**config.mk**
```make
export PLATFORM = sky130hd
export DESIGN_NAME = text_scanner
export DESIGN_NICKNAME = d
export VERILOG_FILES = /design/src/rtl/text_scanner_pkg.sv /design/src/rtl/text_scanner_vga_sync_counter.sv /design/src/rtl/text_scanner.sv
export SDC_FILE = /design/constraint.sdc
export NUM_CORES = 1
export LEC_CHECK = 0
export CAP_MARGIN = 10
export CORE_MARGIN = 1
export CORE_UTILIZATION = 37
export CTS_CLUSTER_SIZE = 14
export DETAILED_ROUTE_END_ITERATION = 10
export PLACE_DENSITY_LB_ADDON = 0.25
export SYNTH_ARGS = -nofsm -noshare
export SYNTH_HDL_FRONTEND = slang
export SYNTH_SLANG_ARGS = --single-unit
```
**constraint.sdc**
```tcl
create_clock -name clkVGA -period 5.08 [get_ports clkVGA]
set_input_delay 1.016 -clock clkVGA [delete_from_list [all_inputs] [get_ports clkVGA]]
set_output_delay 1.016 -clock clkVGA [all_outputs]
set_load 0.01 [all_outputs]
```
**src/rtl/text_scanner_pkg.sv**
```systemverilog
// rtl/text_scanner_pkg.sv - shared VGA timing, Apple window and fetch FSM definitions
package text_scanner_pkg;

    // 640x480@60 horizontal timing, in pixel clocks
    localparam logic [9:0] H_VISIBLE    = 10'd640;
    localparam logic [9:0] H_FRONT      = 10'd16;
    localparam logic [9:0] H_SYNC       = 10'd96;
    localparam logic [9:0] H_BACK       = 10'd48;
    localparam logic [9:0] H_TOTAL      = H_VISIBLE + H_FRONT + H_SYNC + H_BACK;
    localparam logic [9:0] H_SYNC_START = H_VISIBLE + H_FRONT;

    // 640x480@60 vertical timing, in lines
    localparam logic [9:0] V_VISIBLE    = 10'd480;
    localparam logic [9:0] V_FRONT      = 10'd10;
    localparam logic [9:0] V_SYNC       = 10'd2;
    localparam logic [9:0] V_BACK       = 10'd33;
    localparam logic [9:0] V_TOTAL      = V_VISIBLE + V_FRONT + V_SYNC + V_BACK;
    localparam logic [9:0] V_SYNC_START = V_VISIBLE + V_FRONT;

    // 280x192 Apple frame doubled to 560x384 and centred
    localparam logic [9:0] WIN_X0 = 10'd40;
    localparam logic [9:0] WIN_Y0 = 10'd48;
    localparam logic [9:0] WIN_X1 = WIN_X0 + 10'd560;
    localparam logic [9:0] WIN_Y1 = WIN_Y0 + 10'd384;

    localparam logic [9:0] CELL_W    = 10'd14;
    localparam logic [5:0] CELL_COLS = 6'd40;

    localparam logic [7:0] BLANK_CHAR = 8'hA0;

    typedef enum logic [1:0] {
        F_IDLE,
        F_REQ,
        F_DATA
    } fetch_state_t;

    // Apple II text rows are interleaved: rows 0..7 step by 128 bytes,
    // each group of eight rows is offset by another 40 bytes.
    function automatic logic [15:0] row_offset(input logic [4:0] row);
        return {6'b0, row[2:0], 7'b0} + 16'(row[4:3]) * 16'd40;
    endfunction

endpackage

```
**src/rtl/text_scanner_vga_sync_counter.sv**
```systemverilog
// rtl/text_scanner_vga_sync_counter.sv - 800x525 raster counters with raw syncs and blank
//
// Ports:
//   clkVGA, rst_n          pixel clock, asynchronous active-low reset
//   hCount, vCount         current raster position
//   hNext, vNext           position the counters take at the next edge
//   hsync_raw_n, vsync_raw_n, blank_raw   undelayed timing decoded from the counters
module vga_sync_counter
    import text_scanner_pkg::*;
(
    input  logic       clkVGA,
    input  logic       rst_n,
    output logic [9:0] hCount,
    output logic [9:0] vCount,
    output logic [9:0] hNext,
    output logic [9:0] vNext,
    output logic       hsync_raw_n,
    output logic       vsync_raw_n,
    output logic       blank_raw
);

    always_comb begin
        hNext = hCount + 10'd1;
        vNext = vCount;
        if (hCount == H_TOTAL - 10'd1) begin
            hNext = 10'd0;
            vNext = (vCount == V_TOTAL - 10'd1) ? 10'd0 : vCount + 10'd1;
        end
    end

    always_ff @(posedge clkVGA or negedge rst_n) begin
        if (!rst_n) begin
            hCount <= 10'd0;
            vCount <= 10'd0;
        end else begin
            hCount <= hNext;
            vCount <= vNext;
        end
    end

    assign hsync_raw_n = !((hCount >= H_SYNC_START) && (hCount < H_SYNC_START + H_SYNC));
    assign vsync_raw_n = !((vCount >= V_SYNC_START) && (vCount < V_SYNC_START + V_SYNC));
    assign blank_raw   = (hCount >= H_VISIBLE) || (vCount >= V_VISIBLE);

endmodule

```
**src/rtl/text_scanner.sv**
```systemverilog
// rtl/text_scanner.sv - VGA timing plus Apple II text page walker feeding the character generator
//
// Optional feature macro: TEXT_PAGE2_EN (adds the page2 input selecting PAGE2_BASE).
//
// Ports:
//   clkVGA, rst_n                 pixel clock, asynchronous active-low reset
//   page2                         page select, latched at the start of each frame (TEXT_PAGE2_EN only)
//   memAddr, memRd                video RAM request; memRd held until grant or deadline
//   memGrant, memData             arbiter grant; data valid the cycle after the grant
//   charApple, xPos, yPos, active registered cell code and Apple coordinates
//   hsync_n, vsync_n, blank       timing, delayed 1+PIPE_DELAY clocks behind the counters
//   fetchMiss                     one-cycle pulse when a fetch is not granted in time
module text_scanner
    import text_scanner_pkg::*;
#(
    parameter int          PIPE_DELAY = 1,
    parameter logic [15:0] PAGE1_BASE = 16'h0400,
    parameter logic [15:0] PAGE2_BASE = 16'h0800
) (
    input  logic        clkVGA,
    input  logic        rst_n,
`ifdef TEXT_PAGE2_EN
    input  logic        page2,
`endif
    output logic [15:0] memAddr,
    output logic        memRd,
    input  logic        memGrant,
    input  logic [7:0]  memData,
    output logic [7:0]  charApple,
    output logic [9:0]  xPos,
    output logic [9:0]  yPos,
    output logic        active,
    output logic        hsync_n,
    output logic        vsync_n,
    output logic        blank,
    output logic        fetchMiss
);

    localparam int SYNC_LAG = 1 + PIPE_DELAY;

    logic [9:0] hCount, vCount, hNext, vNext;
    logic       hsync_raw_n, vsync_raw_n, blank_raw;

    vga_sync_counter u_counter (
        .clkVGA      (clkVGA),
        .rst_n       (rst_n),
        .hCount      (hCount),
        .vCount      (vCount),
        .hNext       (hNext),
        .vNext       (vNext),
        .hsync_raw_n (hsync_raw_n),
        .vsync_raw_n (vsync_raw_n),
        .blank_raw   (blank_raw)
    );

    // Page selection only takes effect at frame start so a frame never tears.
    logic page2_in;
    logic page2_q;
`ifdef TEXT_PAGE2_EN
    assign page2_in = page2;
`else
    assign page2_in = 1'b0;
`endif

    logic [15:0] base_addr;
    assign base_addr = page2_q ? PAGE2_BASE : PAGE1_BASE;

    fetch_state_t fstate;
    logic [1:0]   wait_cnt;
    logic [5:0]   fetch_col;     // next column to fetch on this line
    logic [7:0]   char_buf;

    logic       line_active;
    logic [9:0] cell_base;
    logic       fetch_go;
    logic       load_cell;
    logic       next_in_win;
    logic [4:0] apple_row;
    logic [15:0] fetch_addr;

    assign line_active = (vCount >= WIN_Y0) && (vCount < WIN_Y1);
    assign cell_base   = {fetch_col, 4'b0} - {3'b0, fetch_col, 1'b0};

    // Request for column c goes out in cycle 14c+36, so the FSM leaves idle one edge earlier.
    assign fetch_go  = line_active && (fetch_col < CELL_COLS) && (hCount == cell_base + 10'd35);
    // fetch_col is already c+1 by the time column c is presented at 14c+39.
    assign load_cell = line_active && (fetch_col != 6'd0) && (hCount == cell_base + 10'd25);

    assign next_in_win = (hNext >= WIN_X0) && (hNext < WIN_X1) &&
                         (vNext >= WIN_Y0) && (vNext < WIN_Y1);

    assign apple_row  = 5'((vCount - WIN_Y0) >> 4);
    assign fetch_addr = base_addr + row_offset(apple_row) + {10'b0, fetch_col};

    // The deadline cycle itself is still grantable, so the miss is decided from
    // that cycle's grant rather than a registered copy of it.
    assign fetchMiss = (fstate == F_REQ) && (wait_cnt == 2'd2) && !memGrant;

    always_ff @(posedge clkVGA or negedge rst_n) begin
        if (!rst_n) begin
            fstate    <= F_IDLE;
            wait_cnt  <= 2'd0;
            fetch_col <= 6'd0;
            char_buf  <= BLANK_CHAR;
            memRd     <= 1'b0;
            memAddr   <= 16'd0;
            page2_q   <= 1'b0;
            charApple <= BLANK_CHAR;
            xPos      <= 10'd0;
            yPos      <= 10'd0;
            active    <= 1'b0;
        end else begin
            if ((hCount == 10'd0) && (vCount == 10'd0)) begin
                page2_q <= page2_in;
            end

            case (fstate)
                F_IDLE: begin
                    if (fetch_go) begin
                        fstate    <= F_REQ;
                        memRd     <= 1'b1;
                        memAddr   <= fetch_addr;
                        wait_cnt  <= 2'd0;
                        fetch_col <= fetch_col + 6'd1;
                    end
                end
                F_REQ: begin
                    if (memGrant) begin
                        fstate <= F_DATA;
                        memRd  <= 1'b0;
                    end else if (wait_cnt == 2'd2) begin
                        fstate   <= F_IDLE;
                        memRd    <= 1'b0;
                        char_buf <= BLANK_CHAR;
                    end else begin
                        wait_cnt <= wait_cnt + 2'd1;
                    end
                end
                F_DATA: begin
                    char_buf <= memData;
                    fstate   <= F_IDLE;
                end
                default: begin
                    fstate <= F_IDLE;
                    memRd  <= 1'b0;
                end
            endcase

            if (hCount == H_TOTAL - 10'd1) begin
                fetch_col <= 6'd0;
            end

            // Registered outputs describe the position the counters are about to take.
            active <= next_in_win;
            xPos   <= next_in_win ? (hNext - WIN_X0) >> 1 : 10'd0;
            yPos   <= next_in_win ? (vNext - WIN_Y0) >> 1 : 10'd0;
            if (!next_in_win) begin
                charApple <= BLANK_CHAR;
            end else if (load_cell) begin
                // A grant in the deadline cycle lands its data exactly at presentation time.
                charApple <= (fstate == F_DATA) ? memData : char_buf;
            end
        end
    end

    // Sync/blank delay lines; reset fills them with the idle levels.
    logic [SYNC_LAG-1:0] hs_pipe, vs_pipe, bl_pipe;

    always_ff @(posedge clkVGA or negedge rst_n) begin
        if (!rst_n) begin
            hs_pipe <= '1;
            vs_pipe <= '1;
            bl_pipe <= '1;
        end else begin
            hs_pipe[0] <= hsync_raw_n;
            vs_pipe[0] <= vsync_raw_n;
            bl_pipe[0] <= blank_raw;
            for (int i = 1; i < SYNC_LAG; i++) begin
                hs_pipe[i] <= hs_pipe[i-1];
                vs_pipe[i] <= vs_pipe[i-1];
                bl_pipe[i] <= bl_pipe[i-1];
            end
        end
    end

    assign hsync_n = hs_pipe[SYNC_LAG-1];
    assign vsync_n = vs_pipe[SYNC_LAG-1];
    assign blank   = bl_pipe[SYNC_LAG-1];

endmodule

```
==> impl_metrics.ini <==
[clock_network]
cts_hold_buf = 0
htreeDepth = 3
post_cts_buffers = 0
cts_resized = 0
clk_path_buf_depth = 2
cts-root-buf = clkbuf_16
clkTransAtPathRegs_ns = 0.06
cts_buffers = 9
cts_tree = yes
insertion_delay_ns = 0.35
clock_sinks = 84

[timing]
period_needed_ns = 4.08
fin_crit_sh = 0.803
hold_violations = 0
setup_viol = 0
rsz0062_at_grt = false
worstMarginPinSlew_ns = 0.740
final_max_slew_viol_count = 0
whs_ns = 0.355
timing.fmax_mhz = 245
final.setup.tns_ns = 0
fin_skew_ns = 0.00643
slew-limit-headroom = 0.506

[synth]
synth_cell_type_count = 69
synthArstFlopShare = 1.00
ys.flop_type = dfrtp_1
synth_area_sq_um = 5020
yosysTopAreaCellShare = 0.369
ys_top_cells_by_area = dfrtp_1, xnor2_1, ha_1
syn_inst = 534
ys_seq_area_frac = 0.421
yosys.area.top_type = dfrtp_1
ys_ff_latch = 84
synth_fa_ha_area_frac = 0.0613
synth_compound_area_frac = 0.153
synth_top_family_by_area = simple AND/OR/NAND/NOR gates
synth_xor_area_frac = 0.0725
yosys_warnings = 0
synthMuxAreaShare = 0.0249
synth-edff-count = 0
synth_simple_gate_area_frac = 0.209
avgSynthCellArea_sq_um = 9.41

[die]
coreArea_sq_um = 13200
start_util = 0.379
row_count = 42
die-area_sq_um = 14000
io_pins = 61
die_y_microns = 119
die_w_microns = 119

[setup_path]
critical_path_class = flop to flop
crit_path_cell_trace = ha_1 -> nand3_2 -> nor4_4 -> and3_1 -> xnor2_1 -> a21oi_1 -> ha_1 -> a211o_1 -> mux2_2 -> or3_4 -> or4_1 -> o31a_1
startpoint_type = flop
crit_top_cell = ha_1
slowest_stage = nor4_4
end_kind = flop
critPathMaxStageDelay_ns = 0.66
crit_arrival_ns = 4.36
cp_data_required_time_ns = 5.36
path_max_fanout = 22

[placed_design]
hpwl_mm = 8.77
port_buffers = 54
place.gp.congestion = 0.852

[power_and_ir_drop]
ir_worst_vdd_uv = 214
clkPwrFrac = 0.465
switching_power_mw = 0.325
switching_share = 0.223
seq_power_share = 0.484
p_comb_frac = 0.051
p_leak_nw = 2.62
intPower_mw = 1.14
p_per_area_nw_per_um2 = 243

[global_routing]
grt_overflow = 0
grt_pass1_vias = 4099
grt_pass1_wl_mm = 20.1
grt_max_degree = 46
track_usage = 0.179
antenna_found_initial = 0

[final_layout]
drive_gt1_frac = 0.0822
n_antenna_cell = 0
most-common-layout-cells = dfrtp_1, clkdlybuf4s50_1, nor2_1
final_common_cell = dfrtp_1
final_nets = 614
area_delta_synth_final_pct = 19.6

[outcome]
status = finished clean

[run]
cap_viol_max_count = 0

[routing]
antenna_left = 0
drt-initial-drc-count = 210
wirelength_mm = 11.7
wire_per_inst_microns = 15.5
drc = 0
vias = 4020
dr.pass1.iters = 4
routed_via_density = 5.29

[worst_hold_path]
holdCritPathClass = flop to flop
logic make-up after synthesis:
kind of cell    Yosys count
mux                      12
xor+xnor                 40
buf+inv                  66
fa+ha+maj                24
other cells               1
simple gates            190
flops                    84
compound gates          117
Yosys cell counts, types with 7 or more instances:
master	number
dfrtp_1	74
nor2_1	43
inv_1	36
xnor2_1	33
o21ai_0	32
nand2_1	31
a21oi_1	26
ha_1	23
nor3_1	19
clkbuf_1	16
nand3_1	13
nor4_1	13
dfstp_2	10
or3_1	10
mux2i_1	8
o211ai_1	8
or4_1	8
and2_1	7
buf_2	7
o31a_1	7
layout make-up:
| class | count | area [sq um] |
|---|---|---|
| inverter | 36 | 135 |
| sequential | 84 | 2110 |
| tap | 176 | 220 |
| clock inverter | 5 | 60.1 |
| timing repair buffer | 59 | 576 |
| clock buffer | 11 | 253 |
| multi-input combinational | 389 | 2650 |
| fill | 1303 | 7240 |
worst paths after layout:
check,endpoint,depth (start not counted),start,slack [ns]
min,hs_pipe[1],0,hs_pipe[0],0.36
max reg2reg,charApple[5],12,u_counter.hCount[1],1.0
max in group asynchronous,yPos[1],2,rst_n,3.48
min in group asynchronous,fstate[1],1,rst_n,0.62
min reg2reg,hs_pipe[1],0,hs_pipe[0],0.36
max,charApple[5],12,u_counter.hCount[1],1.0
power groups by stage:
stage / Sequential [mW] / Combinational [mW] / Clock [mW]
final: 0.707 / 0.0752 / 0.679
after CTS: 0.706 / 0.0774 / 0.700
after global placement: 0.717 / 0.0733 / 0
after detailed placement: 0.719 / 0.0771 / 0
after floorplan: 0.717 / 0.0442 / 0
after global routing: 0.709 / 0.0877 / 0.720
flip-flops by register name, indices dropped and copies added, names as in the netlist:
| name | cells |
|---|---|
| memAddr | 12 |
| u_counter.hCount | 10 |
| u_counter.vCount | 10 |
| xPos | 9 |
| yPos | 9 |
| charApple | 8 |
| char_buf | 8 |
| fetch_col | 6 |
| bl_pipe | 2 |
| fstate | 2 |
| hs_pipe | 2 |
| vs_pipe | 2 |
| wait_cnt | 2 |
| active | 1 |
| memRd | 1 |
per-stage QoR:
stage          utilization  setup WS (ns)  cells  cell area (sq um)  power, mW
4_1_cts              0.454           1.00    760               6010       1.48
3_3_place_gp         0.430           1.17    744               5690      0.790
6_report             0.454           1.00    760               6010       1.46
3_5_place_dp         0.430           1.07    744               5690      0.796
5_1_grt              0.454          0.695    760               6010       1.52
2_1_floorplan            -           1.29    539               5040      0.761
critical path, delay by kind of cell (launching register included):
| family | cells | cell delay (ns) |
|---|---|---|
| AO/OA/AOI/OAI | 3 | 0.50 |
| adder cells (fa/ha/maj) | 2 | 0.53 |
| multiplexers | 1 | 0.29 |
| XOR/XNOR | 1 | 0.13 |
| flip-flops | 1 | 0.42 |
| AND/OR/NAND/NOR | 5 | 2.11 |
layer usage:
layer,track usage,vias up,wire length (microns)
met5,0,-,0
met4,0.0538,0,191
met3,0.0541,15,466
met2,0.303,70,5720
met1,0.218,1940,5370
li1,-,1995,-
Power figures use the tool's default switching activity.
